File: src/rtl/sprite_vram_scheduler.sv
// sprite_vram_scheduler: shares one single-port sprite VRAM between the
// scan-out read path and a buffered host write port. Display reads win
// every cycle the pixel is inside the sprite window; the buffered host
// write slips into the next cycle the window is not hit.
module sprite_vram_scheduler #(
    parameter int SPRITE_W   = 32,
    parameter int SPRITE_H   = 32,
    parameter int ADDR_WIDTH = 10,
    parameter int DATA_WIDTH = 8,
    parameter int X_WIDTH    = 11,
    parameter int Y_WIDTH    = 10,
    parameter int SX_INIT    = 400,
    parameter int SY_INIT    = 300
) (
    input  logic                  clk,
    input  logic                  reset,
    input  logic [X_WIDTH-1:0]    pixel_x,
    input  logic [Y_WIDTH-1:0]    pixel_y,
    input  logic                  video_enable,
    input  logic                  frame_start,
    input  logic                  pos_load,
    input  logic [X_WIDTH-1:0]    pos_x,
    input  logic [Y_WIDTH-1:0]    pos_y,
    input  logic                  wr_valid,
    output logic                  wr_ready,
    input  logic [ADDR_WIDTH-1:0] wr_addr,
    input  logic [DATA_WIDTH-1:0] wr_data,
    output logic                  wr_done,
    output logic [ADDR_WIDTH-1:0] mem_addr,
    output logic                  mem_we,
    output logic [DATA_WIDTH-1:0] mem_wdata,
    output logic                  sprite_hit
);

    // column offset occupies the low bits of the address, row offset the rest
    localparam int XB = $clog2(SPRITE_W);
    localparam int YB = ADDR_WIDTH - XB;

    typedef enum logic {IDLE, PEND} state_t;

    state_t                  state, state_d;
    logic [X_WIDTH-1:0]      sx, shadow_x;
    logic [Y_WIDTH-1:0]      sy, shadow_y;
    logic [ADDR_WIDTH-1:0]   buf_addr;
    logic [DATA_WIDTH-1:0]   buf_data;
    logic                    hit, hit_d1;
    logic                    capture, issue;
    logic [X_WIDTH:0]        x_end;
    logic [Y_WIDTH:0]        y_end;
    logic [XB-1:0]           off_x;
    logic [YB-1:0]           off_y;
    logic [ADDR_WIDTH-1:0]   rd_addr;

    // one extra bit on the window end so sx+SPRITE_W cannot wrap to a small value
    assign x_end = {1'b0, sx} + (X_WIDTH+1)'(SPRITE_W);
    assign y_end = {1'b0, sy} + (Y_WIDTH+1)'(SPRITE_H);

    assign hit = video_enable
              && ({1'b0, pixel_x} >= {1'b0, sx}) && ({1'b0, pixel_x} < x_end)
              && ({1'b0, pixel_y} >= {1'b0, sy}) && ({1'b0, pixel_y} < y_end);

    // offsets only need the bits that survive truncation to ADDR_WIDTH
    assign off_x   = pixel_x[XB-1:0] - sx[XB-1:0];
    assign off_y   = pixel_y[YB-1:0] - sy[YB-1:0];
    assign rd_addr = {off_y, off_x};

    // sprite origin: shadow follows pos_load, active origin only moves at frame_start
    always_ff @(posedge clk or posedge reset) begin
        if (reset) begin
            sx       <= X_WIDTH'(SX_INIT);
            sy       <= Y_WIDTH'(SY_INIT);
            shadow_x <= X_WIDTH'(SX_INIT);
            shadow_y <= Y_WIDTH'(SY_INIT);
        end else if (pos_load && frame_start) begin
            sx       <= pos_x;
            sy       <= pos_y;
            shadow_x <= pos_x;
            shadow_y <= pos_y;
        end else if (pos_load) begin
            shadow_x <= pos_x;
            shadow_y <= pos_y;
        end else if (frame_start) begin
            sx <= shadow_x;
            sy <= shadow_y;
        end
    end

    // write FSM state register
    always_ff @(posedge clk or posedge reset) begin
        if (reset) state <= IDLE;
        else       state <= state_d;
    end

    // write FSM: accept one request in IDLE, issue it on the first non-hit cycle
    always_comb begin
        state_d  = state;
        wr_ready = 1'b0;
        capture  = 1'b0;
        issue    = 1'b0;
        case (state)
            IDLE: begin
                wr_ready = 1'b1;
                if (wr_valid) begin
                    capture = 1'b1;
                    state_d = PEND;
                end
            end
            PEND: begin
                if (!hit) begin
                    issue   = 1'b1;
                    state_d = IDLE;
                end
            end
            default: state_d = IDLE;
        endcase
    end

    // VRAM port: display read has priority, otherwise the pending write, otherwise hold
    always_ff @(posedge clk or posedge reset) begin
        if (reset) begin
            mem_addr   <= '0;
            mem_we     <= 1'b0;
            mem_wdata  <= '0;
            wr_done    <= 1'b0;
            hit_d1     <= 1'b0;
            sprite_hit <= 1'b0;
            buf_addr   <= '0;
            buf_data   <= '0;
        end else begin
            if (capture) begin
                buf_addr <= wr_addr;
                buf_data <= wr_data;
            end
            hit_d1     <= hit;
            sprite_hit <= hit_d1;
            wr_done    <= issue;
            if (hit) begin
                mem_addr <= rd_addr;
                mem_we   <= 1'b0;
            end else if (issue) begin
                mem_addr  <= buf_addr;
                mem_wdata <= buf_data;
                mem_we    <= 1'b1;
            end else begin
                mem_we <= 1'b0;
            end
        end
    end

endmodule
File: config.mk
export PLATFORM = sky130hd
export DESIGN_NAME = sprite_vram_scheduler
export DESIGN_NICKNAME = d
export VERILOG_FILES = /design/src/rtl/sprite_vram_scheduler.sv
export SDC_FILE = /design/constraint.sdc
export NUM_CORES = 1
export LEC_CHECK = 0
export CORE_MARGIN = 8
export CORE_UTILIZATION = 45
export CTS_CLUSTER_SIZE = 25
export DETAILED_ROUTE_END_ITERATION = 12
export GPL_ROUTABILITY_DRIVEN = 0
export PLACE_DENSITY_LB_ADDON = 0.05
export SLEW_MARGIN = 20
export SYNTH_ARGS = -nofsm -noshare
export SYNTH_HDL_FRONTEND = slang
export SYNTH_SLANG_ARGS = --single-unit
File: constraint.sdc
create_clock -name clk -period 3.7 [get_ports clk]
set_input_delay 0.74 -clock clk [delete_from_list [all_inputs] [get_ports clk]]
set_output_delay 0.74 -clock clk [all_outputs]
set_load 0.02 [all_outputs]
==> summary.md <==
The count of flip-flops with a built-in enable after synthesis was 0; the port buffer count was 87. Clock tree skew after final layout: 0.0106 ns. The global-route usage over all layers was 0.152; the register bit total from synthesis was 82. Before antenna repair, the detailed router went through 4 iterations. The adder-cell share of the synthesized area was 0.111. For this design the static power due to leakage is 0.00241 uW.

The buffer type at the clock tree root was sky130_fd_sc_hd__clkbuf_8. The worst path in the final design needs a cycle of 3.12 ns, including I/O delays and setup. The number of antenna violations at the first check in global routing was 0.

The cell family contributing the most delay on the critical path is compound AO/OA/AOI/OAI gates. The run finished with clean final reports. On the critical path, the stage with the largest delay is an instance of sky130_fd_sc_hd__clkdlybuf4s50_1. During I/O placement, the number of pins put on the boundary was 88.

Top cell type by total area after synthesis: sky130_fd_sc_hd__dfrtp_1. Each instance of the synthesized netlist takes up on average 12.0 um^2. The logs give 0.492 for the sequential element share of the synthesized area and 0 for the post-route antenna net violation count. After clock tree synthesis, the repair step resized 0 gates. The setup violation total in the final timing report is 0, and the post-synth net total is 453. Synthesis produced a netlist whose cell count is 351.

Mean number of vias per cell: 5.16. The clock-pin slew of the registers on the worst-case setup and hold paths is 0.08 ns, and the arrival time of data at the critical path endpoint is 3.36 ns. The worst register-to-register path has a depth of 10. The instance count on the critical path was 11.

Buffers added to address setup during post-CTS repair amount to 0. The worst min-delay path class was reg2reg. The layout net count is 547, and the required time at the worst-slack endpoint is 3.94 ns.

Clock tree synthesis inserted a total of 9 buffers. The initialized floorplan defines 35 standard-cell rows. TritonCTS built the clock tree. STA classifies the critical path endpoint as a flop. The async set or reset register ratio after synthesis is 1.00.

The tools report the wire length after detailed routing as 9.00 mm. The via count of the first global-routing pass is 3109, and the average wire per standard cell is 16.1 um. Area share of the leading cell type in the synthesized netlist: 0.405.

Total number of yosys warnings: 0. The number of buffers on the longest clock path is 2. The number of hold buffers added after CTS was 0. The worst-skew pair later-pin latency is 0.35 ns, and the reported max-cap violation count is 0. The simple-gate area share of the yosys netlist works out to 0.0645.

In this run the worst path has a maximum fanout of 9. CTS saw 82 sinks. The most used flip-flop cell after synthesis is sky130_fd_sc_hd__dfrtp_1. The summed negative setup slack over all endpoints was 0 ns. By area, the combinational part of the netlist is dominated by multiplexers. The share of the synthesized area in compound gates (AO/OA/AOI/OAI) was 0.0913.

For the worst max-slew margin expressed relative to the limit, the log shows 0.575. The synthesized netlist occupies a cell area of 4210 um^2. The worst setup path is launched from an input port. The worst path buffer plus inverter count was 3. The multiplexer area fraction after synthesis was 0.180; the growth of design area from synthesis to finish was 28.8%.

The initial core utilization came out at 0.460. The slew at the pin closest to its max-slew limit was 0.636 ns; the highest cell delay on the worst timing path was 0.47 ns. Yosys mapped the design onto 42 distinct sky130hd cell types.

The share of the synthesized netlist area taken by xor and xnor gates is 0.0229, and the largest voltage drop on the vdd net is 0.000166 V. The routed via count was 2892; the die height was 113 um. The share of the cycle needed by the critical path after routing was 0.843; the fraction of layout instances using a drive strength above 1 was 0.207. Sorting the synthesized cells by how often they occur yields sky130_fd_sc_hd__dfrtp_1, sky130_fd_sc_hd__mux2_2, sky130_fd_sc_hd__ha_1.

The tools report the final count of hold timing violations as 0. The antenna diode count was 0; the pin count of the biggest net entering global routing was 83. The logs give 0 for the final count of pins violating max slew and 0 for the final global-route overflow total. The die is 113 um wide.

Leading cell type by number of instances after synthesis: sky130_fd_sc_hd__dfrtp_1. The logs give 12700 um^2 for the die outline area and 0.359 ns for the worst slack on hold paths. The number of H-tree levels is 3, and the initial detailed-routing violation count is 113. Setup repair after global routing left no endpoint under its margin. The critical path class is in2reg. Summed over all nets, the half-perimeter wirelength after detailed placement is 6.87 mm. The top achievable clock speed is 321 MHz. The area inside the core boundary is 9150 um^2, and the cell area power density is 482 nW/um^2.

The worst hold path was traced through 0 stages. Sorting the synthesized cells by area gives the leading types as sky130_fd_sc_hd__dfrtp_1, sky130_fd_sc_hd__mux2_2, sky130_fd_sc_hd__ha_1, sky130_fd_sc_hd__dfstp_2, sky130_fd_sc_hd__mux2i_1. Total power draw: 2610 uW. The run gives 15.4 mm as the wire length of the first global-routing pass. After detailed routing, the number of remaining DRC violations is 0. The critical path goes through clkdlybuf4s50_1 -> inv_1 -> ha_1 -> fa_1 -> nand2b_1 -> a21oi_1 -> o2111ai_1 -> a2bb2oi_1 -> buf_4 -> a31oi_4 -> mux2_4.
==> state kept, by name, indices dropped and copies added, names as in the netlist <==
name,count
state,1
mem_addr,10
mem_we,1
buf_data,8
mem_wdata,8
sprite_hit,1
sx,11
shadow_y,10
shadow_x,11
buf_addr,10
hit_d1,1
sy,10
==> metrics by stage <==
step | setup WS [ns] | util | cell area (um^2) | std cells
2_1_floorplan | 0.875 | - | 4210 | 351
3_3_place_gp | 0.321 | 0.572 | 5230 | 545
3_5_place_dp | 0.261 | 0.572 | 5230 | 545
4_1_cts | 0.624 | 0.592 | 5420 | 560
5_1_grt | 0.475 | 0.592 | 5420 | 560
6_report | 0.582 | 0.592 | 5420 | 560
==> power breakdown <==
| group | internal, uW | switching [uW] |
|---|---|---|
| registers | 1070 | 79.0 |
| logic | 441 | 405 |
| clock network | 307 | 311 |
| total | 1810 | 795 |
==> cells in the final DEF (no fill, tap or decap), drive strengths merged, types with 2 or more instances in the layout <==
cell type	netlist	final
clkdlybuf4s50	0	87
dfrtp	68	68
mux2	51	51
ha	34	34
inv	29	28
o21ai	27	27
nand2	23	23
mux2i	18	18
dfstp	14	14
clkbuf	7	10
nand3	10	10
a21oi	9	9
xnor2	8	8
buf	4	7
nor2b	5	5
a21o	4	4
nor2	4	4
a31oi	4	4
clkinv	0	4
nand2b	3	3
nand4	3	3
xor2	3	3
a211oi	3	3
nor3	2	2
o21a	2	2
and3	2	2
o21bai	2	2
fa	2	2
==> routing by layer <==
metal	vias to the layer above	track usage	share of wire
li1	1419	-	-
met1	1382	0.208	0.50
met2	75	0.223	0.43
met3	16	0.0333	0.049
met4	0	0.0683	0.021
met5	-	0	0
==> kinds of logic after synthesis <==
group | Yosys count
AO/OA/AOI/OAI | 59
XOR/XNOR | 11
multiplexers | 69
flip-flops | 82
buffers and inverters | 40
AND/OR/NAND/NOR | 54
adder cells (fa/ha/maj) | 36
==> cell type report <==
| cell class | instances | area (um^2) |
|---|---|---|
| Fill cell | 785 | 3740 |
| Sequential cell | 82 | 2070 |
| Multi-Input combinational cell | 229 | 1980 |
| Timing Repair Buffer | 94 | 936 |
| Tap cell | 111 | 139 |
| Clock buffer | 10 | 128 |
| Inverter | 29 | 110 |
| Clock inverter | 5 | 56.3 |
==> worst paths after layout <==
kind | endpoint | from | slack (ns)
setup / recovery | mem_wdata[7] | pixel_y[0] | 0.58
hold / removal | sprite_hit | hit_d1 | 0.36
setup reg to reg | mem_wdata[4] | sx[7] | 0.84
hold reg to reg | sprite_hit | hit_d1 | 0.36
max in group asynchronous | sx[8] | reset | 2.54
min in group asynchronous | mem_wdata[0] | reset | 0.80
Power figures use the tool's default switching activity.
